`config.mk`:
```
export PLATFORM = sky130hd
export DESIGN_NAME = sram_access_arbiter
export DESIGN_NICKNAME = d
export VERILOG_FILES = /design/src/rtl/sram_access_arbiter.sv
export SDC_FILE = /design/constraint.sdc
export NUM_CORES = 1
export LEC_CHECK = 0
export ABC_CLOCK_PERIOD_IN_PS = 2100
export BUFFER_PORTS_ARGS = -buffer_cell sky130_fd_sc_hd__buf_2
export CELL_PAD_IN_SITES_DETAIL_PLACEMENT = 0
export CELL_PAD_IN_SITES_GLOBAL_PLACEMENT = 1
export CORE_MARGIN = 4
export CORE_UTILIZATION = 25
export DETAILED_ROUTE_END_ITERATION = 10
export PLACE_DENSITY = 0.61
export REMOVE_ABC_BUFFERS = 1
export SETUP_SLACK_MARGIN = 0.02
export SYNTH_ARGS = -nofsm -noshare
export SYNTH_HDL_FRONTEND = slang
export SYNTH_SLANG_ARGS = --single-unit
```
`constraint.sdc`:
```
create_clock -name i_clk -period 2.1 [get_ports i_clk]
set_clock_uncertainty 0.15 [all_clocks]
set_input_delay 0.315 -clock i_clk [delete_from_list [all_inputs] [get_ports i_clk]]
set_output_delay 0.315 -clock i_clk [all_outputs]
set_load 0.005 [all_outputs]
```
`src/rtl/sram_access_arbiter.sv`:
```
// Single-port SRAM arbiter. During active video the VGA pixel fetch owns the port.
// In blanking, auxiliary reads and writes share the port round-robin, and this block handles the DQ turnaround.
module sram_access_arbiter #(
    parameter int unsigned ADDR_W = 20,
    parameter int unsigned DATA_W = 16
) (
    input  logic              i_clk,
    input  logic              i_rst_n,
    input  logic              i_vga_req,
    input  logic              i_vga_soon,
    input  logic [ADDR_W-1:0] i_pix_addr,
    output logic [DATA_W-1:0] o_pix_data,
    input  logic              i_rd_req,
    input  logic [ADDR_W-1:0] i_rd_addr,
    output logic              o_rd_gnt,
    output logic              o_rd_valid,
    output logic [DATA_W-1:0] o_rd_data,
    input  logic              i_wr_req,
    input  logic [ADDR_W-1:0] i_wr_addr,
    input  logic [DATA_W-1:0] i_wr_data,
    output logic              o_wr_gnt,
    output logic [ADDR_W-1:0] o_sram_addr,
    output logic [DATA_W-1:0] o_sram_wdata,
    output logic              o_sram_dq_oe,
    output logic              o_sram_we_n,
    output logic              o_sram_oe_n,
    input  logic [DATA_W-1:0] i_sram_rdata
);

    typedef enum logic [2:0] {
        S_IDLE,
        S_VGA,
        S_RD,
        S_WR_SETUP,
        S_WR_PULSE,
        S_TURN
    } state_t;

    state_t            state;
    state_t            state_nxt;
    logic              rr_last_wr;
    logic              rr_last_wr_nxt;

    logic [ADDR_W-1:0] sram_addr_nxt;
    logic [DATA_W-1:0] sram_wdata_nxt;
    logic [DATA_W-1:0] pix_data_nxt;
    logic [DATA_W-1:0] rd_data_nxt;
    logic              rd_gnt_nxt;
    logic              rd_valid_nxt;
    logic              wr_gnt_nxt;
    logic              dq_oe_nxt;
    logic              we_n_nxt;
    logic              oe_n_nxt;

    logic              aux_ok_c;
    logic              pick_rd_c;
    logic              pick_wr_c;

    // Aux arbitration: only in blanking with no video imminent; ties go to whoever was not served last.
    always_comb begin
        aux_ok_c  = !i_vga_req && !i_vga_soon;
        pick_rd_c = aux_ok_c && i_rd_req && (!i_wr_req || rr_last_wr);
        pick_wr_c = aux_ok_c && i_wr_req && (!i_rd_req || !rr_last_wr);
    end

    // Next-state and next-output logic.
    always_comb begin
        state_nxt      = state;
        rr_last_wr_nxt = rr_last_wr;
        sram_addr_nxt  = o_sram_addr;
        sram_wdata_nxt = o_sram_wdata;
        pix_data_nxt   = o_pix_data;
        rd_data_nxt    = o_rd_data;
        rd_gnt_nxt     = 1'b0;
        rd_valid_nxt   = 1'b0;
        wr_gnt_nxt     = 1'b0;
        dq_oe_nxt      = 1'b0;
        we_n_nxt       = 1'b1;
        oe_n_nxt       = 1'b1;

        case (state)
            S_WR_SETUP: begin
                state_nxt = S_WR_PULSE;
                dq_oe_nxt = 1'b1;
                we_n_nxt  = 1'b0;
            end
            S_WR_PULSE: begin
                // Strobe released but data kept on DQ one more cycle for hold time.
                state_nxt = S_TURN;
                dq_oe_nxt = 1'b1;
            end
            default: begin
                if (state == S_VGA) begin
                    pix_data_nxt = i_sram_rdata;
                end
                if (state == S_RD) begin
                    rd_data_nxt  = i_sram_rdata;
                    rd_valid_nxt = 1'b1;
                end

                if (i_vga_req) begin
                    state_nxt     = S_VGA;
                    sram_addr_nxt = i_pix_addr;
                    oe_n_nxt      = 1'b0;
                end else if ((state == S_IDLE || state == S_RD) && pick_rd_c) begin
                    state_nxt      = S_RD;
                    rr_last_wr_nxt = 1'b0;
                    sram_addr_nxt  = i_rd_addr;
                    rd_gnt_nxt     = 1'b1;
                    oe_n_nxt       = 1'b0;
                end else if ((state == S_IDLE || state == S_RD) && pick_wr_c) begin
                    state_nxt      = S_WR_SETUP;
                    rr_last_wr_nxt = 1'b1;
                    sram_addr_nxt  = i_wr_addr;
                    sram_wdata_nxt = i_wr_data;
                    wr_gnt_nxt     = 1'b1;
                    dq_oe_nxt      = 1'b1;
                end else begin
                    state_nxt = S_IDLE;
                end
            end
        endcase
    end

    // State and registered outputs. Reset releases the bus immediately, even mid-write.
    always_ff @(posedge i_clk or negedge i_rst_n) begin
        if (!i_rst_n) begin
            state        <= S_IDLE;
            rr_last_wr   <= 1'b1;
            o_sram_addr  <= '0;
            o_sram_wdata <= '0;
            o_pix_data   <= '0;
            o_rd_data    <= '0;
            o_rd_gnt     <= 1'b0;
            o_rd_valid   <= 1'b0;
            o_wr_gnt     <= 1'b0;
            o_sram_dq_oe <= 1'b0;
            o_sram_we_n  <= 1'b1;
            o_sram_oe_n  <= 1'b1;
        end else begin
            state        <= state_nxt;
            rr_last_wr   <= rr_last_wr_nxt;
            o_sram_addr  <= sram_addr_nxt;
            o_sram_wdata <= sram_wdata_nxt;
            o_pix_data   <= pix_data_nxt;
            o_rd_data    <= rd_data_nxt;
            o_rd_gnt     <= rd_gnt_nxt;
            o_rd_valid   <= rd_valid_nxt;
            o_wr_gnt     <= wr_gnt_nxt;
            o_sram_dq_oe <= dq_oe_nxt;
            o_sram_we_n  <= we_n_nxt;
            o_sram_oe_n  <= oe_n_nxt;
        end
    end

    // Bus invariants: no DQ contention, a single grant per cycle, and a write strobe only while DQ is driven.
    a_no_contention: assert property (@(posedge i_clk) disable iff (!i_rst_n)
        !(o_sram_dq_oe && !o_sram_oe_n));
    a_one_grant: assert property (@(posedge i_clk) disable iff (!i_rst_n)
        !(o_rd_gnt && o_wr_gnt));
    a_we_with_dq: assert property (@(posedge i_clk) disable iff (!i_rst_n)
        !(!o_sram_we_n && !o_sram_dq_oe));

endmodule

```
==> metrics.yaml, run 1 <==
cts-root-buf: "clkbuf_16"
synth_ff_type: "dfrtp_1"
synth_top_area_cell: "dfrtp_1"
status: "completed"
pwr-share-clk_pct: 30.6
coreArea_sq_um: 12820
worstPathBufferInverterCount: 1
syn_area_per_cell_sq_um: 12.01
synth_area_sq_um: 3316
die-area_sq_um: 15170
synth.distinct_cells: 27
cp_num_cells: 5
muxShareOfSynthArea_pct: 17.21
finalSetupViolations: 0
cts_sinks: 78
wl_per_cell_um: 14.88
critPathCaptureType: "flop"
grt_max_degree: 79
cts-resized-gates: 0
path_class: "reg2reg"
p_comb_share_pct: 25.2
r2r_start: "state[0]"
r2r_cells: 5
fin_ws_ns: 0.1460
synth_xor_xnor_area_share_pct: 0
die_y_um: 123.2
dieWidth_um: 123.2
hp-start: "i_wr_data[3]"
cp_max_fo: 23
final_max_slew_viol_count: 0
synth_top_family_by_area: "multiplexers"
clkTransAtPathRegs_ns: 0.06
rows: 41
synth_most_common_cell: "dfrtp_1"
grt_pass1_wl_um: 14520
crit_path_start_kind: "flop"
critical_path.top_delay_family: "simple AND/OR/NAND/NOR gates"
tightest_slew_ns: 0.4266
register_area_sq_um: 1956
fillers: 1319
cts_tree: "yes"
ys_top_cells_by_count: "dfrtp_1, nand2_1, mux2_2, inv_1, mux2i_1"
io-pin-count: 172
cp.required_ns: 2.20
syn_to_final_growth_pct: 41.81
ys_ff_latch: 78
diodes: 0
power.density_nw_per_um2: 1044
ys_async_sr_fraction_pct: 100.0
drive_gt1_share_pct: 50.98
hold_class: "in2reg"
clkLatencyLatePin_ns: 0.33
rsz0062_at_grt: "false"
synth_compound_area_share_pct: 6.679
drt-total-wl_um: 9417
synth.area.top_cells: "dfrtp_1, mux2_2, mux2i_1"
firstDrtPassIters: 4
drt_iter0_markers: 92
vias_per_cell: 4.272
multi_input_area_sq_um: 1194
crit_start: "state[0]"
dpl.hpwl_um: 6822
post-route-util_pct: 36.66
timing.rr.end: "o_sram_addr[2]"
switching_share_pct: 27.65
p_leak_nw: 2.482
routabilityCongestion: 0.7673
cap_violations: 0
start_util_pct: 25.85
grt_antenna_before_repair: 0
drc_errors: 0
htree_levels: 3
ant_nets: 0
cts_max_path_buffers: 2
period_minus_slack_ns: 1.954
grt_pass1_vias: 2827
slowest_delay_ns: 0.43
synth_adder_area_share_pct: 0
grt_use_total_pct: 12.56
numCtsBuffers: 9
fin_crit_sh_pct: 93.05
regToRegSetupSlack_ns: 0.15
pre_cts_ws_ns: 0.1257
vdd_ir_drop_max_mv: 0.4856
seqPwrFrac_pct: 44.2
switchingPower_w: 0.001357
gr-total-overflow: 0
path_cells: "nor4_2 -> and3_1 -> buf_4 -> a221oi_1 -> mux2i_1"
fin_nets: 554
slowest_stage: "dfrtp_1"
yosys.area.top_type_share_pct: 56.60
p_int_w: 0.003553
via_count: 2704
hold_viol: 0
ys.warnings.count: 0
port-buffer-count: 171
endpoint: "o_sram_addr[2]"
placed_cell_area_sq_um: 4389
arrival_ns: 2.06
synthCells: 276
slew_headroom_pct: 71.56
seq_area_frac_synth_pct: 58.98
synth-simple-area-share_pct: 11.92
clock.fmax_mhz: 511.8
postLayoutCellArea_sq_um: 4702
synth_edf_count: 0
state kept, by name, summed over array words and instances, names as in the netlist, 3 cells and up:
register	count
o_sram_wdata	16
o_sram_addr	20
o_rd_data	16
state	3
o_pix_data	16
per-stage QoR:
| step | hold slack, ns | cells | setup TNS, ns | power, W |
|---|---|---|---|---|
| finish | 0.02140 | 633 | 0 | 0.004910 |
| CTS | 0.001556 | 633 | 0 | 0.005029 |
| global route | 0.005130 | 633 | 0 | 0.005271 |
| global placement | 0.2266 | 614 | 0 | 0.003437 |
| floorplan | -0.1306 | 262 | -0.1025 | 0.002733 |
| detailed placement | 0.2308 | 614 | 0 | 0.003471 |
routing by layer:
layer	up-vias	track usage (%)	routed length, um
li1	1292	-	-
met1	1319	14.47	3850
met4	0	2.907	83
met2	86	21.78	4783
met5	-	0	0
met3	7	5.169	700
cells in the final DEF, fill, tap and decap left out, types with 2 or more instances in the layout:
cell	instances
mux2_2	32
and2_1	20
dfrtp_1	75
inv_1	22
nand2b_1	2
dlygate4sd3_1	3
nor2b_1	2
clkinv_2	4
mux2i_1	21
a221oi_1	20
buf_4	9
buf_2	170
clkbuf_1	2
clkbuf_16	9
nand2_1	52
dfstp_2	3
logic make-up (layout without fill, tap and decap cells):
logic type	after synthesis	after routing
buffers and inverters	37	222
AOI/OAI and AO/OA	26	26
DFF	78	78
and+or+nand+nor	82	82
muxes	53	53
worst min-delay path, stage by stage:
cell and delay [ns]:
buf_2 0.07, nand2_1 0.04, nand2_1 0.04
final cells by class:
| class | count | area share (%) |
|---|---|---|
| Sequential cell | 78 | 41.59 |
| Multi-Input combinational cell | 161 | 25.39 |
| Timing Repair Buffer | 183 | 20.60 |
| Clock buffer | 11 | 4.949 |
| Tap cell | 172 | 4.577 |
| Inverter | 23 | 1.836 |
| Clock inverter | 5 | 1.064 |
repair_timing:
| action | in CTS | in global routing |
|---|---|---|
| hold buffers | 3 | 0 |
| setup buffers | 0 | 0 |
| endpoints found under the hold margin | 77 | 0 |
worst min path at each step:
| stage | endpoint | cells after the start | slack, ns |
|---|---|---|---|
| 5_1_grt | o_sram_wdata[5] | 3 | 0.005 |
| 3_3_place_gp | o_pix_data[9] | 2 | 0.23 |
| 4_1_cts | o_sram_wdata[15] | 3 | 0.002 |
| 3_5_place_dp | o_pix_data[9] | 2 | 0.23 |
| 6_report | o_sram_wdata[3] | 3 | 0.02 |
| 2_1_floorplan | o_pix_data[0] | 0 | -0.13 |
power by group through the flow:
stage               registers, W  clock network, W  logic [W]
floorplan                0.00223                 0   0.000508
global placement         0.00218                 0    0.00125
detailed placement       0.00220                 0    0.00127
CTS                      0.00218           0.00157    0.00127
global route             0.00223           0.00165    0.00139
finish                   0.00217           0.00150    0.00124
Power figures use the tool's default switching activity.
==> inputs of run 2 (changes only) <==
- ABC_CLOCK_PERIOD_IN_PS: 2100 -> 1800
- clock period: 2.1 -> 1.8 ns (I/O delays scaled with it)
==> run 2 against run 1 <==
Against the previous run: clock-buffer cell count decreased by 1; worst setup slack got worse by 0.090 ns; critical endpoint is now o_sram_addr[18]; sequential power increased by 17%.
==> metrics.yaml, run 2 (same netlist as run 1, synthesis figures left out) <==
ant_nets: 0
arrival_ns: 1.79
cts_max_path_buffers: 2
whs_ns: 0.03756
syn_to_final_growth_pct: 54.91
rsz0062_at_grt: "true"
post-route-util_pct: 40.05
cts_tree: "yes"
cap_violations: 0
layout_common_cells: "buf_2, dfrtp_1, nand2_1"
clock.fmax_mhz: 573.5
tightest_slew_ns: 0.3848
grt_max_degree: 34
die-area_sq_um: 15170
p_comb_share_pct: 25.6
hold_viol: 0
drt_iter0_markers: 100
cp.required_ns: 1.85
grt_use_total_pct: 12.82
dieWidth_um: 123.2
largest_register_ffs: 20
pre_cts_ws_ns: -0.05934
vdd_ir_drop_max_mv: 0.6964
final_max_slew_viol_count: 0
grt_pass1_wl_um: 15100
rows: 41
register_area_sq_um: 1956
drc_errors: 0
seqPwrFrac_pct: 41.1
start_util_pct: 25.85
htree_levels: 3
coreArea_sq_um: 12820
fin_crit_sh_pct: 96.87
cts_sinks: 78
fin_nets: 578
crit_path_start_kind: "flop"
cts-root-buf: "clkbuf_16"
routabilityCongestion: 0.7644
critPathCaptureType: "flop"
fin_ws_ns: 0.05631
port-buffer-count: 171
period_minus_slack_ns: 1.744
p_leak_nw: 2.656
multi_input_area_sq_um: 1303
switching_share_pct: 26.62
top_register: "o_sram_addr"
gr-total-overflow: 0
pwr-share-clk_pct: 33.3
drt-total-wl_um: 9685
wl_per_cell_um: 14.74
postCtsSetupBuffers: 0
grt_antenna_before_repair: 0
via_count: 2767
drive_gt1_share_pct: 53.40
status: "completed"
p_int_w: 0.004519
clkTransAtPathRegs_ns: 0.06
fillers: 1292
io-pin-count: 172
dpl.hpwl_um: 7168
path_class: "reg2reg"
firstDrtPassIters: 4
final_common_cell: "buf_2"
vias_per_cell: 4.212
finalSetupViolations: 0
clkLatencyLatePin_ns: 0.33
numCtsBuffers: 9
cp_max_fo: 11
switchingPower_w: 0.001640
diodes: 0
power.density_nw_per_um2: 1199
hold_class: "in2reg"
slew_headroom_pct: 74.35
grt_pass1_vias: 3003
die_y_um: 123.2
[run 2: cell count changes in the layout (fill, tap and decap cells not counted), moves of 2 or more]
cell	change
dlygate4sd3_1	+14
a221oi_1	-9
a221oi_2	+9
buf_4	+5
buf_12	+4
clkinv_2	-3
bufinv_16	+2
clkinvlp_4	+2
nor2b_1	-2
nor2b_4	+2
[run 2: final timing paths]
path | from | endpoint | slack (ns) | cells past startpoint
worst min-delay path | i_sram_rdata[7] | o_rd_data[7] | 0.04 | 2
max in group asynchronous | i_rst_n | o_sram_oe_n | 0.68 | 3
min in group asynchronous | i_rst_n | o_rd_data[3] | 0.26 | 2
worst max register to register | state[0] | o_sram_addr[18] | 0.06 | 6
worst max-delay path | state[0] | o_sram_addr[18] | 0.06 | 6
worst min register to register | o_sram_wdata[6] | o_sram_wdata[6] | 0.32 | 2
[run 2: final cells by class]
type	instances	area share, %
sequential	78	38.08
clock buffer	10	4.458
inverter	23	1.681
timing repair buffer	207	24.09
multi-input combinational	161	25.36
tap	172	4.190
clock inverter	6	2.144
[run 2: repair_timing]
item                                    CTS  global route
endpoints found under the setup margin   20            40
pin swaps                                 1             0
gates resized for setup                   4            16
hold buffers                             17             0
endpoints found under the hold margin    38             0
[run 2: power groups by stage]
| stage | combinational, W | clock (W) | sequential, W |
|---|---|---|---|
| 2_1_floorplan | 0.000592 | 0 | 0.00260 |
| 3_3_place_gp | 0.00153 | 0 | 0.00254 |
| 3_5_place_dp | 0.00155 | 0 | 0.00256 |
| 4_1_cts | 0.00158 | 0.00213 | 0.00254 |
| 5_1_grt | 0.00175 | 0.00220 | 0.00261 |
| 6_report | 0.00158 | 0.00205 | 0.00253 |
[run 2: through the flow]
step	instance area (sq um)	std cells	setup TNS [ns]	power, W
3_5_place_dp	4514	624	-0.5410	0.004111
2_1_floorplan	3229	262	-8.914	0.003188
5_1_grt	5136	657	-0.1508	0.006565
6_report	5136	657	0	0.006158
4_1_cts	5047	657	0	0.006255
3_3_place_gp	4514	624	0	0.004065
[run 2: critical path, stage by stage, from the launching register on]
cell     delay, ns
dfrtp_1       0.40
buf_4         0.18
nor2b_4       0.16
mux2i_2       0.08
a211o_4       0.37
buf_12        0.16
mux2i_1       0.12
[run 2: per-layer routing]
layer,vias to the layer above,global-route usage (%),routed length [um]
met2,88,23.04,5072
met4,0,3.391,98
met5,-,0,0
met1,1333,14.82,3895
li1,1339,-,-
met3,7,3.843,618
==> inputs of run 3 (changes only) <==
- CORE_UTILIZATION: 25 -> 30
- PLACE_DENSITY: 0.61 -> 0.71
==> run 3 against run 2 <==
Against the previous run: the run now ends with negative setup slack left; flip-flop and latch count unchanged; critical endpoint is now o_sram_addr[1]; register-to-register slack worse by 0.06 ns; wire length increased by 1.1%; via count increased by 2.3%; sequential share of layout area shrank 0.27 points; final cell count is 4.1% lower; combinational power grew 3%; utilization rose by 7.7 points; non-clock buffer count grew 2.
==> metrics.yaml, run 3 (same netlist as run 1, synthesis figures left out) <==
drt-total-wl_um: 9794
arrival_ns: 1.88
fin_cells: 630
port-buffer-count: 171
slew_headroom_pct: 76.39
routabilityCongestion: 0.7606
status: "finished, violations left"
period_minus_slack_ns: 1.806
finalSetupViolations: 1
tightest_slew_ns: 0.3541
seqPwrFrac_pct: 45.2
grt_antenna_before_repair: 0
drt_iter0_markers: 120
violations: "negative setup slack"
rows: 38
vdd_ir_drop_max_mv: 0.4559
critPathCaptureType: "flop"
syn_to_final_growth_pct: 56.00
top_register: "o_sram_addr"
drc_errors: 0
final_common_cell: "buf_2"
rsz0062_at_grt: "true"
grt_use_total_pct: 14.52
io-pin-count: 172
place_inst: 587
dpl.hpwl_um: 6525
grt_pass1_wl_um: 14820
clock.fmax_mhz: 553.7
cts_sinks: 78
hold_viol: 0
fin_crit_sh_pct: 100.3
p_leak_nw: 2.665
gr-total-overflow: 0
cts_tree: "yes"
fin_ws_ns: -0.006183
post-route-util_pct: 47.71
die-area_sq_um: 12800
largest_register_ffs: 20
diodes: 0
crit_path_start_kind: "flop"
layout_common_cells: "buf_2, dfrtp_1, nand2_1"
firstDrtPassIters: 4
dieWidth_um: 113.1
cap_violations: 0
clkTransAtPathRegs_ns: 0.09
vias_per_cell: 4.494
start_util_pct: 30.59
grt_pass1_vias: 2945
cts-root-buf: "clkbuf_8"
whs_ns: 0.02425
wl_per_cell_um: 15.55
fin_nets: 583
cts_max_path_buffers: 2
numCtsBuffers: 9
p_comb_share_pct: 29.0
r2r_cells: 6
die_y_um: 113.1
p_int_w: 0.003973
path_class: "reg2reg"
pwr-share-clk_pct: 25.8
ant_nets: 0
coreArea_sq_um: 10840
power.density_nw_per_um2: 1081
final_max_slew_viol_count: 0
htree_levels: 3
switchingPower_w: 0.001618
cp.required_ns: 1.87
grt_max_degree: 32
switching_share_pct: 28.94
cp_max_fo: 5
drive_gt1_share_pct: 55.71
hold_class: "in2reg"
via_count: 2831
min_path_cells: 2
clkLatencyLatePin_ns: 0.34
[run 3: cell count changes in the layout (fill, tap and decap cells not counted), sizes merged]
| cell | delta |
|---|---|
| clkinvlp | -1 |
| dlygate4sd3 | +2 |
| inv | +1 |
| a211o | +3 |
| bufinv | -1 |
| clkbuf | +3 |
| buf | -2 |
[run 3: power by group through the flow]
stage                     clock (W)  combinational, W  sequential [W]
final                       0.00144           0.00162         0.00253
after global routing        0.00157           0.00179         0.00260
after CTS                   0.00149           0.00157         0.00253
after detailed placement          0           0.00150         0.00256
after global placement            0           0.00147         0.00255
after floorplan                   0          0.000592         0.00260
[run 3: worst max-delay path: stages, from the launching register on]
cell and delay [ns]:
dfrtp_1 0.41, nor4_4 0.27, buf_4 0.17, a31oi_4 0.14, clkbuf_16 0.21, a221oi_2 0.23, mux2i_1 0.10
[run 3: cell type report]
class | count | area [sq um]
Tap cell | 140 | 175.2
Inverter | 23 | 88.84
Multi-Input combinational cell | 164 | 1440
Clock buffer | 11 | 131.4
Sequential cell | 78 | 1956
Fill cell | 996 | 5668
Timing Repair Buffer | 209 | 1300
Clock inverter | 5 | 81.33
[run 3: layer usage]
layer  global-route usage (%)  wire [um]
met2                    24.76       4914
met3                    2.834        538
met4                    4.327         85
met1                    18.72       4256
met5                        0          0
[run 3: repair_timing]
action,4_1_cts,5_1_grt
hold endpoints to repair,65,0
cloned,3,3
resized for setup,9,31
hold buffers,19,0
pin swaps,3,2
setup endpoints to repair,20,53
setup buffers,1,1
[run 3: worst paths after layout]
| kind | from | to | slack (ns) |
|---|---|---|---|
| max reg2reg | state[0] | o_sram_addr[1] | -0.006 |
| min | i_sram_rdata[3] | o_rd_data[3] | 0.02 |
| min in group asynchronous | i_rst_n | o_rd_gnt | 0.21 |
| min reg2reg | o_sram_wdata[1] | o_sram_wdata[1] | 0.33 |
| max in group asynchronous | i_rst_n | o_pix_data[15] | 0.64 |
| max | state[0] | o_sram_addr[1] | -0.006 |
[run 3: through the flow]
stage          total power [W]  setup slack (ns)  setup TNS [ns]  cell area, sq um
2_1_floorplan         0.003188           -0.3051          -8.914              3229
3_3_place_gp          0.004016          -0.04719         -0.8036              4424
3_5_place_dp          0.004060           -0.1651          -1.955              4424
4_1_cts               0.005596           0.01910               0              4912
5_1_grt               0.005962          -0.09710          -1.266              5172
6_report              0.005591         -0.006183       -0.006183              5172
